<file path="config.mk">
export PLATFORM = sky130hd
export DESIGN_NAME = serial_vector_builder
export DESIGN_NICKNAME = d
export VERILOG_FILES = /design/src/rtl/serial_vector_builder_pkg.sv /design/src/rtl/serial_vector_builder_vec_reduce_flags.sv /design/src/rtl/serial_vector_builder.sv
export SDC_FILE = /design/constraint.sdc
export NUM_CORES = 1
export LEC_CHECK = 0
export BUFFER_PORTS_ARGS = -buffer_cell sky130_fd_sc_hd__buf_2
export CORE_ASPECT_RATIO = 0.9
export CORE_MARGIN = 2
export CORE_UTILIZATION = 56
export DETAILED_ROUTE_END_ITERATION = 12
export GPL_TIMING_DRIVEN = 0
export PLACE_DENSITY = 0.81
export SETUP_SLACK_MARGIN = 0.02
export SLEW_MARGIN = 20
export SYNTH_ARGS = -nofsm -noshare
export SYNTH_HDL_FRONTEND = slang
export SYNTH_SLANG_ARGS = --single-unit
</file>
<file path="constraint.sdc">
create_clock -name clk -period 4.2 [get_ports clk]
set_clock_uncertainty 0.05 [all_clocks]
set_input_delay 0.84 -clock clk [delete_from_list [all_inputs] [get_ports clk]]
set_output_delay 0.84 -clock clk [all_outputs]
set_load 0.05 [all_outputs]
</file>
<file path="src/rtl/serial_vector_builder_pkg.sv">
// Shared constants for the serial-to-vector builder: FSM state encoding and default word width.
package serial_vector_builder_pkg;

  localparam logic ST_COLLECT    = 1'b0;
  localparam logic ST_HOLD       = 1'b1;
  localparam int   DEFAULT_WIDTH = 4;

  typedef enum logic {
    COLLECT = ST_COLLECT,
    HOLD    = ST_HOLD
  } state_t;

endpackage

</file>
<file path="src/rtl/serial_vector_builder_vec_reduce_flags.sv">
// Pure combinational AND/OR/XOR reductions over a WIDTH-bit vector.
module vec_reduce_flags #(
  parameter int WIDTH = serial_vector_builder_pkg::DEFAULT_WIDTH
) (
  input  logic [WIDTH-1:0] vec,
  output logic             vec_and,
  output logic             vec_or,
  output logic             vec_xor
);

  assign vec_and = &vec;
  assign vec_or  = |vec;
  assign vec_xor = ^vec;

endmodule

</file>
<file path="src/rtl/serial_vector_builder.sv">
// Assembles an LSB-first serial bit stream into WIDTH-bit words with registered reduction flags.
module serial_vector_builder
  import serial_vector_builder_pkg::*;
#(
  parameter int WIDTH = DEFAULT_WIDTH
) (
  input  logic             clk,
  input  logic             rst_n,
  input  logic             clr,
  input  logic             in_valid,
  input  logic             in_bit,
  output logic             in_ready,
  output logic             out_valid,
  input  logic             out_ready,
  output logic [WIDTH-1:0] out_vec,
  output logic             out_and,
  output logic             out_or,
  output logic             out_xor,
  output logic             overrun
);

  localparam int CNT_W = $clog2(WIDTH + 1);

  state_t             state, state_n;
  logic [CNT_W-1:0]   idx, idx_n;
  logic [WIDTH-1:0]   shreg, shreg_n;
  logic [WIDTH-1:0]   next_word;
  logic [WIDTH-1:0]   vec_n;
  logic               and_n, or_n, xor_n, overrun_n;
  logic               word_and, word_or, word_xor;
  logic               last_bit;

  assign in_ready  = (state == COLLECT);
  assign out_valid = (state == HOLD);
  assign last_bit  = (idx == CNT_W'(WIDTH - 1));

  // Partial word with the incoming bit merged at position idx.
  always_comb begin
    next_word = shreg;
    for (int i = 0; i < WIDTH; i++) begin
      if (idx == CNT_W'(i)) begin
        next_word[i] = in_bit;
      end else begin
        next_word[i] = shreg[i];
      end
    end
  end

  vec_reduce_flags #(.WIDTH(WIDTH)) u_flags (
    .vec     (next_word),
    .vec_and (word_and),
    .vec_or  (word_or),
    .vec_xor (word_xor)
  );

  // Next-state, index, shift register and output-register loads; clr beats a completing bit.
  always_comb begin
    state_n   = state;
    idx_n     = idx;
    shreg_n   = shreg;
    vec_n     = out_vec;
    and_n     = out_and;
    or_n      = out_or;
    xor_n     = out_xor;
    overrun_n = overrun | (in_valid & ~in_ready);
    case (state)
      COLLECT: begin
        if (clr) begin
          idx_n   = '0;
          shreg_n = '0;
        end else if (in_valid) begin
          if (last_bit) begin
            vec_n   = next_word;
            and_n   = word_and;
            or_n    = word_or;
            xor_n   = word_xor;
            idx_n   = '0;
            shreg_n = '0;
            state_n = HOLD;
          end else begin
            shreg_n = next_word;
            idx_n   = idx + CNT_W'(1);
          end
        end else begin
          idx_n   = idx;
          shreg_n = shreg;
        end
      end
      HOLD: begin
        if (out_ready) begin
          state_n = COLLECT;
        end else begin
          state_n = HOLD;
        end
      end
      default: begin
        state_n = COLLECT;
      end
    endcase
  end

  // State and output registers.
  always_ff @(posedge clk or negedge rst_n) begin
    if (!rst_n) begin
      state   <= COLLECT;
      idx     <= '0;
      shreg   <= '0;
      out_vec <= '0;
      out_and <= 1'b0;
      out_or  <= 1'b0;
      out_xor <= 1'b0;
      overrun <= 1'b0;
    end else begin
      state   <= state_n;
      idx     <= idx_n;
      shreg   <= shreg_n;
      out_vec <= vec_n;
      out_and <= and_n;
      out_or  <= or_n;
      out_xor <= xor_n;
      overrun <= overrun_n;
    end
  end

endmodule

</file>
==> metrics.md, run 1 <==
| Metric | Value |
|---|---|
| Setup TNS | 0 ns |
| Total grt overflow | 0 |
| Post-Layout Cell Count | 108 |
| Syn Area/Cell | approximately 11 sq um |
| Synth top area cells | dfrtp_1, ha_1, o21ai_1 |
| Top post-synthesis cells by count | dfrtp_1, o21ai_1, nand2_1 |
| Adder-cell share of the synthesized area | 7.66% |
| P per Cell Area | 403 nW/um^2 |
| Critical-path cell list | inv_1, ha_1, nor2b_1, mux2i_1, inv_1, ha_1, xnor2_1, xnor2_1, o21ai_1 |
| Crit path DAT | 2.32 ns |
| Synth Area in XOR/XNOR | 2.14% |
| Placed cell count | 104 |
| First-pass GRT wire length | 2170 um |
| Yosys top cell by area | dfrtp_1 |
| CTS tree | built |
| Worst VDD drop | between 0.2 and 0.3 mV |
| Cell area after synthesis | 817 sq um |
| Post-synthesis mux area share | 6.89% |
| Inserted Diodes | 0 |
| Cell family with most CP delay | adder cells |
| Main combinational cell family by area after synthesis | compound AO/OA/AOI/OAI gates |
| Minimum clock period after layout | 2.19 ns |
| GP Congestion | 0.753 |
| Worst skew pair latency | 0.28 ns |
| Initial antenna violation count | 0 |
| Syn Inst Count | 75 |
| Fmax | approximately 0.46 GHz |
| HP Class | input port to asynchronous set/reset pin |
| Post-synthesis simple-gate area fraction | 13.6% |
| Die W | 44.3 um |
| RSZ-0062 raised after global routing | no |
| Slowest CP cell | dfrtp_1 |
| Setup CP Type | flop to flop |
| Avg Vias per Cell | 5.44 |
| Asr flop ratio synth | 100% |
| Core Rows | 13 |
| Mapped Nets | 86 |
| Slew margin rel. | approximately three quarters |
| Yosys warns | 0 |
| Max cap viols | 0 |
| H-tree depth | 1 |
| Max Slew Vio Count | 0 |
| Buffers on Ports | 14 |
| Clk sink count | 16 |
| Crit. End Element | flop |
| Area growth syn-to-layout | 15.3% |
| Post-CTS setup buffer count | 0 |
| Die span in y | 40.2 um |
| Compound-cell area share of the yosys netlist | roughly 17% |
| # DRC | 0 |
| Final instance area | 942 sq um |
| Outcome | finished clean |
| HPWL after detailed placement | approximately 1100 um |
| Share of cells above drive strength 1 | 29.0% |
| CTS Buf Count | 3 |
| Number of global-route vias before repair | 501 |
| Final wirelength | 1400 um |
| Final Setup Violations | 0 |
| Yosys cell types | 24 |
| Starting Density | approximately 58% |
| Top-area cell type share of the netlist area | slightly below 50% |
| DRT Pass-1 Iters | 4 |
| Final Net Count | 105 |
| Largest net degree at the start of global routing | 17 |
| Clk buf depth | 2 |
| CP Max Fanout | 4 |
| Worst Path Buf+Inv | 2 |
| Element type at the critical path start | flop |
| Total core area | 1400 sq um |
| Worst-path clk slew | 0.09 ns |
| Worst-Margin Slew | approximately 0.36 ns |
| Post-CTS Hold Buffers | 0 |
| DRT antenna net count | 0 |
| Resized Gates After CTS | 0 |
| # IOs | 16 |
| Placed cell areas | 906 sq um |
| WP data required | about 4.3 ns |
| Initial DRC count | 7 |
| Final hold violation count | 0 |
| Vias | 588 |
| Avg WL per Cell | 12.9 um |
| Count leader, synth | dfrtp_1 |
| CTS root buf | clkbuf_4 |
| All-Layer GR Usage | between 10% and 20% |
| Tcrit/Tclk final | a little over half |
| Number of synthesized flops with an enable pin | 0 |
| Max incr delay on CP | between 0.4 and 0.5 ns |
| Total Die Area | 1780 sq um |
| Most used DFF post-synth | dfrtp_1 |
| Synth Register Bits | 16 |
| Sequential fraction of the synthesis area | a little under 50% |
| Leak Pwr | approximately 0.00048 uW |
## where the power goes
| group | leakage [uW] | switching [uW] | total [uW] | internal [uW] |
|---|---|---|---|---|
| combinational | 0.000240 | 71.8 | 103 | 31.5 |
| sequential | 0.000217 | 8.05 | 176 | 168 |
| clock | 0.0000210 | 47.7 | 100 | 52.7 |
## metrics by stage
step                      setup WS, ns  hold WS, ns  power (uW)  util [%]
after CTS                         1.98        0.401         385      67.4
after global routing              1.90        0.413         397      67.4
after floorplan                   2.23        0.405         258         -
after global placement            1.96        0.385         280      64.8
after detailed placement          1.88        0.393         284      64.8
final                             2.01        0.401         380      67.4
## path summary, 6_finish.rpt
path,startpoint,end,slack (ns),cells after the start
max,idx[1],out_xor,2.01,9
min,rst_n,shreg[2],0.40,1
max reg2reg,idx[1],out_xor,2.01,9
min reg2reg,overrun,overrun,0.41,1
max in group asynchronous,rst_n,idx[2],3.44,1
min in group clk,overrun,overrun,0.41,1
## flip-flops by register name (all words and copies together) (netlist names)
name,flops
idx,3
out_xor,1
overrun,1
out_or,1
out_vec,4
out_valid,1
shreg,4
out_and,1
## placed cells by master (no fill, tap or decap), types with 3 or more instances in the layout
cell type,netlist,final
buf_2,0,14
dfrtp_1,16,16
clkbuf_4,0,3
ha_1,5,5
nand2_1,10,10
inv_1,6,6
o21ai_1,11,11
## per-layer routing
layer	vias up	global-route usage (%)	wire length [um]
met5	-	0	0
met4	0	11.4	11
met3	2	2.70	47
met2	11	28.3	696
met1	281	22.7	640
li1	294	-	-
## kinds of logic (layout without fill, tap and decap cells)
kind of cell	Yosys count	count (layout)
AOI/OAI and AO/OA	21	21
xor gates and xnor gates	2	2
adders and majority gates	5	5
buffers and inverters	8	26
DFF	16	16
muxes	4	4
and+or+nand+nor	19	19
## cell type report
type	count	area, sq um
well taps	15	18.8
flip-flops and latches	16	400
multi-input cells	51	383
plain buffers	2	11.3
inverters	6	22.5
repair buffers	14	70.1
clock buffers	4	36.3
fillers	106	457
Power figures use the tool's default switching activity.
==> run 2: changes to the inputs <==
Settings changed: CORE_UTILIZATION 56 to 52, PLACE_DENSITY 0.81 to 0.76.
Clock period 4.2 ns to 2.1 ns, I/O delays scaled along.
==> run 2 against run 1 <==
  * Via count rose by 6.8%
  * Register-to-register slack got worse by 1.9 ns
  * Utilization grew 0.34 points
  * Global-route usage is 0.66 points higher
  * Non-clock buffer count is 3 higher
  * Combinational power is 120% higher
  * Fmax is 8.7% higher
  * Clock power is 110% higher
  * Clock-buffer cell count is the same
  * Sequential cell count is the same
  * Worst hold slack worse by 0.16 ns
  * Largest power group unchanged
==> metrics.md, run 2 (synthesis gave the netlist of run 1 again) <==
| Metric | Value |
|---|---|
| Placed cell count | 104 (unchanged) |
| Die W | 45.8 um (+3.4%) |
| Max cap viols | 0 (unchanged) |
| Outcome | finished clean |
| CTS tree | built |
| HP Class | input port to flop |
| RSZ-0062 raised after global routing | no |
| Worst-Margin Slew | 0.363 ns (+0.00413 ns) |
| Vias | 628 (+6.8%) |
| Slew margin rel. | 75.8% (+0.41 points) |
| Top flop regs | out_vec: 4 flops, shreg: 4 flops, idx: 3 flops |
| Avg Vias per Cell | 5.66 (+3.9%) |
| Commonest non-fill, non-tap cell in the layout | dfrtp_1 |
| Worst VDD drop | 0.607 mV (+140%) |
| Placed cell areas | 906 sq um (unchanged) |
| HPWL after detailed placement | 1120 um (+3.2%) |
| Critical-path cell list | inv_2, ha_1, nor2b_2, mux2i_2, inv_1, ha_1, xnor2_2, xnor2_1, o21ai_1 |
| # IOs | 16 (unchanged) |
| Worst-path clk slew | 0.10 ns (about the same) |
| Initial antenna violation count | 0 (unchanged) |
| Core Rows | 13 (unchanged) |
| DRT antenna net count | 0 (unchanged) |
| DRT Pass-1 Iters | 4 (unchanged) |
| Worst skew pair latency | 0.29 ns (about the same) |
| Final instance area | 991 sq um (+5.2%) |
| Total Die Area | 1900 sq um (+7.0%) |
| Clk buf depth | 2 (unchanged) |
| Leak Pwr | 0.000497 uW (+3.8%) |
| Total core area | 1460 sq um (+4.7%) |
| WHS | 0.242 ns (-0.159 ns) |
| Overall power | 791 uW (+110%) |
| Die span in y | 41.6 um (+3.4%) |
| Area growth syn-to-layout | 21.3% |
| Crit. End Element | flop |
| Core Util, Final | 67.7% (+0.34 points) |
| Inserted Diodes | 0 (unchanged) |
| Setup CP Type | flop to flop |
| Final hold violation count | 0 (unchanged) |
| First-pass GRT wire length | 2580 um (+19%) |
| CTS root buf | clkbuf_4 |
| Clk sink count | 16 (unchanged) |
| Number of global-route vias before repair | 598 (+19%) |
| All-Layer GR Usage | 18.3% (+0.66 points) |
| Buffers on Ports | 14 (unchanged) |
| Post-Layout Cell Count | 111 (+2.8%) |
| Share of cells above drive strength 1 | 35.4% (+6.4 points) |
| Critical Path Most Common Cell | ha_1 |
| WP data required | 2.24 ns (-2.08 ns) |
| Starting Density | 55.8% (-2.6 points) |
| Slowest CP cell | dfrtp_1 |
| Final Net Count | 108 (+2.9%) |
| Fmax | 0.495 GHz (+8.7%) |
| Final wirelength | 1590 um (+14%) |
| P per Cell Area | 798 nW/um^2 (+98%) |
| H-tree depth | 1 (unchanged) |
| Minimum clock period after layout | 2.02 ns (-0.176 ns) |
| Max incr delay on CP | 0.41 ns (about the same) |
| Avg WL per Cell | 14.3 um (+11%) |
| CTS Buf Count | 3 (unchanged) |
| Element type at the critical path start | flop |
| Final Setup Violations | 0 (unchanged) |
| GP Congestion | 0.750 (-0.46%) |
| Total grt overflow | 0 (unchanged) |
| CP Max Fanout | 4 (unchanged) |
| Most frequent cells in the layout | dfrtp_1, buf_2, o21ai_1 |
| Tcrit/Tclk final | 96.1% (+44 points) |
| Largest net degree at the start of global routing | 17 (unchanged) |
| Crit path DAT | 2.15 ns (-0.17 ns) |
| # DRC | 0 (unchanged) |
| Initial DRC count | 14 (+7) |
| Max Slew Vio Count | 0 (unchanged) |
==> run 2: cell types whose count changed in the layout (fill, tap and decap cells not counted), sizes merged <==
cell / previous run / this run
buf: 15 / 17
dlygate4sd3: 0 / 1
==> run 2: report_power, final <==
part           switching [uW]  internal, uW  total, uW
Combinational             152          78.2        230
Clock                     101           106        206
Sequential               18.6           336        355
==> run 2: final timing paths <==
path                            from   endpoint  slack [ns]  cells after the start
setup / recovery              idx[1]    out_xor        0.08                      9
hold / removal             out_ready  out_valid        0.24                      2
setup reg to reg              idx[1]    out_xor        0.08                      9
hold reg to reg              overrun    overrun        0.42                      1
max in group asynchronous      rst_n     idx[0]        1.21                      2
min in group asynchronous      rst_n   shreg[0]        0.51                      2
==> run 2: layout make-up <==
cell class,count,area (sq um)
Fill cell,118,473
Multi-Input combinational cell,51,405
Sequential cell,16,402
Timing Repair Buffer,17,95.1
Clock buffer,4,36.3
Inverter,6,22.5
Tap cell,15,18.8
Buffer,2,11.3
==> run 2: critical path: cells and delay by family (launching register included) <==
family | cells | cell delay, ns
multiplexers | 1 | 0.26
AND/OR/NAND/NOR | 1 | 0.18
XOR/XNOR | 2 | 0.32
AO/OA/AOI/OAI | 1 | 0.07
buffers and inverters | 2 | 0.15
adder cells (fa/ha/maj) | 2 | 0.47
flip-flops | 1 | 0.41
==> run 2: per-layer routing <==
| layer | track usage, % | vias up | part of all wire (%) |
|---|---|---|---|
| li1 | - | 300 | - |
| met1 | 24.9 | 312 | 47 |
| met2 | 28.7 | 14 | 49 |
| met3 | 5.22 | 2 | 3.0 |
| met4 | 4.57 | 0 | 1.0 |
| met5 | 0 | - | 0 |
==> run 2: per-stage QoR <==
| stage | TNS, ns | setup slack (ns) |
|---|---|---|
| final | 0 | 0.0817 |
| after global routing | 0 | 0.0154 |
| after global placement | 0 | 0.0173 |
| after floorplan | 0 | 0.146 |
| after CTS | 0 | 0.0322 |
| after detailed placement | -0.115 | -0.115 |
==> run 2: what timing repair did <==
action                     in CTS  in global routing
setup buffers                   1                  1
setup endpoints to repair       1                  1
gates resized for setup         2                  4
hold buffers                    1                  0
hold endpoints to repair       16                  0
==> run 3: changes to the inputs <==
Settings changed: CORE_UTILIZATION 52 to 47, PLACE_DENSITY 0.76 to 0.72.
Clock period 2.1 ns to 1.7 ns, I/O delays scaled along.
==> run 3 against run 2 <==
  * The flow now finishes with violations (setup timing)
  * Non-clock buffer count increased by 4
  * Power is 29% higher
  * Critical path depth stayed put
  * Cell count rose by 12%
  * Register-to-register slack got worse by 0.24 ns
  * Clock-buffer cell count stayed put
  * First-iteration DRC count decreased by 50%
  * Wire length is 2.3% higher
  * Clock power rose by 25%
  * Combinational power rose by 41%
  * Global-route usage fell by 0.19 points
  * Critical path type unchanged
  * Critical endpoint unchanged
  * Largest power group unchanged
==> metrics.md, run 3 (synthesis gave the netlist of run 1 again) <==
| Metric | Value |
|---|---|
| Outcome | finished, violations left |
| Failing checks | setup timing |
| CP Max Fanout | 3 (-1) |
| Clock power frac | 25.3% (-0.8 points) |
| Max cap viols | 0 (unchanged) |
| First-pass GRT wire length | 2650 um (+2.7%) |
| Worst VDD drop | 0.669 mV (+10%) |
| CTS root buf | clkbuf_4 |
| Most frequent cells in the layout | dfrtp_1, buf_2, o21ai_1 |
| Clk sink count | 16 (unchanged) |
| HPWL after detailed placement | 1070 um (-4.4%) |
| Logic pwr share | 31.9% (+2.8 points) |
| Leak Pwr | 0.000510 uW (+2.7%) |
| Max incr delay on CP | 0.40 ns (about the same) |
| CTS tree | built |
| RSZ-0062 raised after global routing | yes |
| Commonest non-fill, non-tap cell in the layout | dfrtp_1 |
| Starting Density | 49.6% (-6.2 points) |
| Number of global-route vias before repair | 587 (-1.8%) |
| Worst-Margin Slew | 0.361 ns (-0.00225 ns) |
| Die span in y | 43.6 um (+4.7%) |
| Avg WL per Cell | 13.1 um (-8.5%) |
| CTS Buf Count | 3 (unchanged) |
| All-Layer GR Usage | 18.1% (-0.19 points) |
| Final hold violation count | 0 (unchanged) |
| Overall power | 1020 uW (+29%) |
| Setup CP Type | flop to flop |
| Crit path DAT | 1.98 ns (-0.17 ns) |
| Core Rows | 14 (+1) |
| Critical-path cell list | inv_2, ha_1, nor2b_4, mux2i_4, inv_2, ha_4, xnor2_2, xnor2_1, o21ai_1 |
| Minimum clock period after layout | 1.85 ns (-0.165 ns) |
| Placed cell count | 113 (+8.7%) |
| PnR worst setup slack | -0.153 ns (-0.235 ns) |
| Initial DRC count | 7 (-7) |
| Total grt overflow | 0 (unchanged) |
| Slew margin rel. | 75.9% (+0.15 points) |
| Slowest CP cell | dfrtp_1 |
| # IOs | 16 (unchanged) |
| Sequential power share | 42.8% (-2.0 points) |
| Placed cell areas | 931 sq um (+2.8%) |
| Die W | 48.0 um (+4.7%) |
| Largest net degree at the start of global routing | 17 (unchanged) |
| P per Cell Area | 952 nW/um^2 (+19%) |
| Max Slew Vio Count | 0 (unchanged) |
| Area growth syn-to-layout | 30.8% |
| Element type at the critical path start | flop |
| Crit. End Element | flop |
| Total core area | 1650 sq um (+12%) |
| Worst-path clk slew | 0.10 ns (about the same) |
| Avg Vias per Cell | 5.19 (-8.3%) |
| Inserted Diodes | 0 (unchanged) |
| Final wirelength | 1630 um (+2.3%) |
| Vias | 643 (+2.4%) |
| H-tree depth | 1 (unchanged) |
| Net switching power | 349 uW (+29%) |
| Fmax | 0.540 GHz (+8.9%) |
| DRT Pass-1 Iters | 4 (unchanged) |
| Total Die Area | 2090 sq um (+9.6%) |
| Clk buf depth | 2 (unchanged) |
| Buffers on Ports | 14 (unchanged) |
| Initial antenna violation count | 0 (unchanged) |
| HP Class | input port to flop |
| Final instance area | 1070 sq um (+7.8%) |
| Net Sw Frac | 34.3% (+0.044 points) |
| DP Worst Slack | -0.313 ns (-0.199 ns) |
| DRT antenna net count | 0 (unchanged) |
| Final Net Count | 112 (+3.7%) |
| Post-Layout Cell Count | 124 (+12%) |
| Critical Path Most Common Cell | inv_2 |
| Share of cells above drive strength 1 | 43.0% (+7.6 points) |
| # DRC | 0 (unchanged) |
| Worst skew pair latency | 0.29 ns (about the same) |
| Tcrit/Tclk final | 109% (+13 points) |
| WP data required | 1.83 ns (-0.41 ns) |
| Final Setup Violations | 1 (+1) |
| Top flop regs | out_vec: 4 flops, shreg: 4 flops, idx: 3 flops |
| Power Internal | 668 uW (+29%) |
| GP Congestion | 0.707 (-5.7%) |
## run 3: cell count changes in the layout (fill, tap and decap cells not counted), sizes merged
cell  change
buf       +4
## run 3: area by class of cell
class / instances / area, sq um
flip-flops and latches: 16 / 400
plain buffers: 2 / 11.3
clock buffers: 4 / 36.3
well taps: 24 / 30.0
repair buffers: 21 / 125
multi-input cells: 51 / 443
inverters: 6 / 22.5
fillers: 154 / 578
## run 3: power by group through the flow
stage               logic [uW]  registers [uW]  clock network [uW]
floorplan                  107             536                   0
global placement           258             442                   0
detailed placement         263             443                   0
CTS                        301             436                 259
global route               348             440                 272
finish                     324             436                 257
## run 3: worst paths after layout
check	start	endpoint	slack, ns	depth (start not counted)
max	idx[1]	out_xor	-0.15	9
min in group asynchronous	rst_n	idx[1]	0.43	2
min reg2reg	overrun	overrun	0.41	1
min	out_ready	out_valid	0.15	2
max reg2reg	idx[1]	out_xor	-0.15	9
max in group asynchronous	rst_n	out_valid	0.91	2
## run 3: repair_timing
action                     4_1_cts  5_1_grt
hold endpoints to repair        16        0
gates resized for setup          5        4
hold buffers                     1        0
pin swaps                        2        2
setup buffers                    5        1
gates cloned                     0        0
setup endpoints to repair        2        3
## run 3: worst max-delay path: cells and delay by family, from the launching register on
family	cells	cell delay [ns]
fa+ha+maj	2	0.41
compound gates	1	0.09
xor+xnor	2	0.24
mux	1	0.24
buf+inv	2	0.14
flops	1	0.40
simple gates	1	0.16
## run 3: stage by stage
stage	hold WS, ns	utilization (%)	TNS [ns]
after floorplan	-0.00559	-	-0.146
after global placement	0.222	56.5	-0.244
final	0.151	64.9	-0.153
after CTS	0.153	63.2	-0.231
after detailed placement	0.226	56.5	-0.313
after global routing	0.161	64.9	-0.359
## run 3: routing by layer
metal	global-route usage, %	vias to the layer above	wire [um]
met1	25.3	314	754
met4	9.19	0	31
met5	0	-	0
met2	26.9	17	777
li1	-	307	-
met3	2.92	5	64
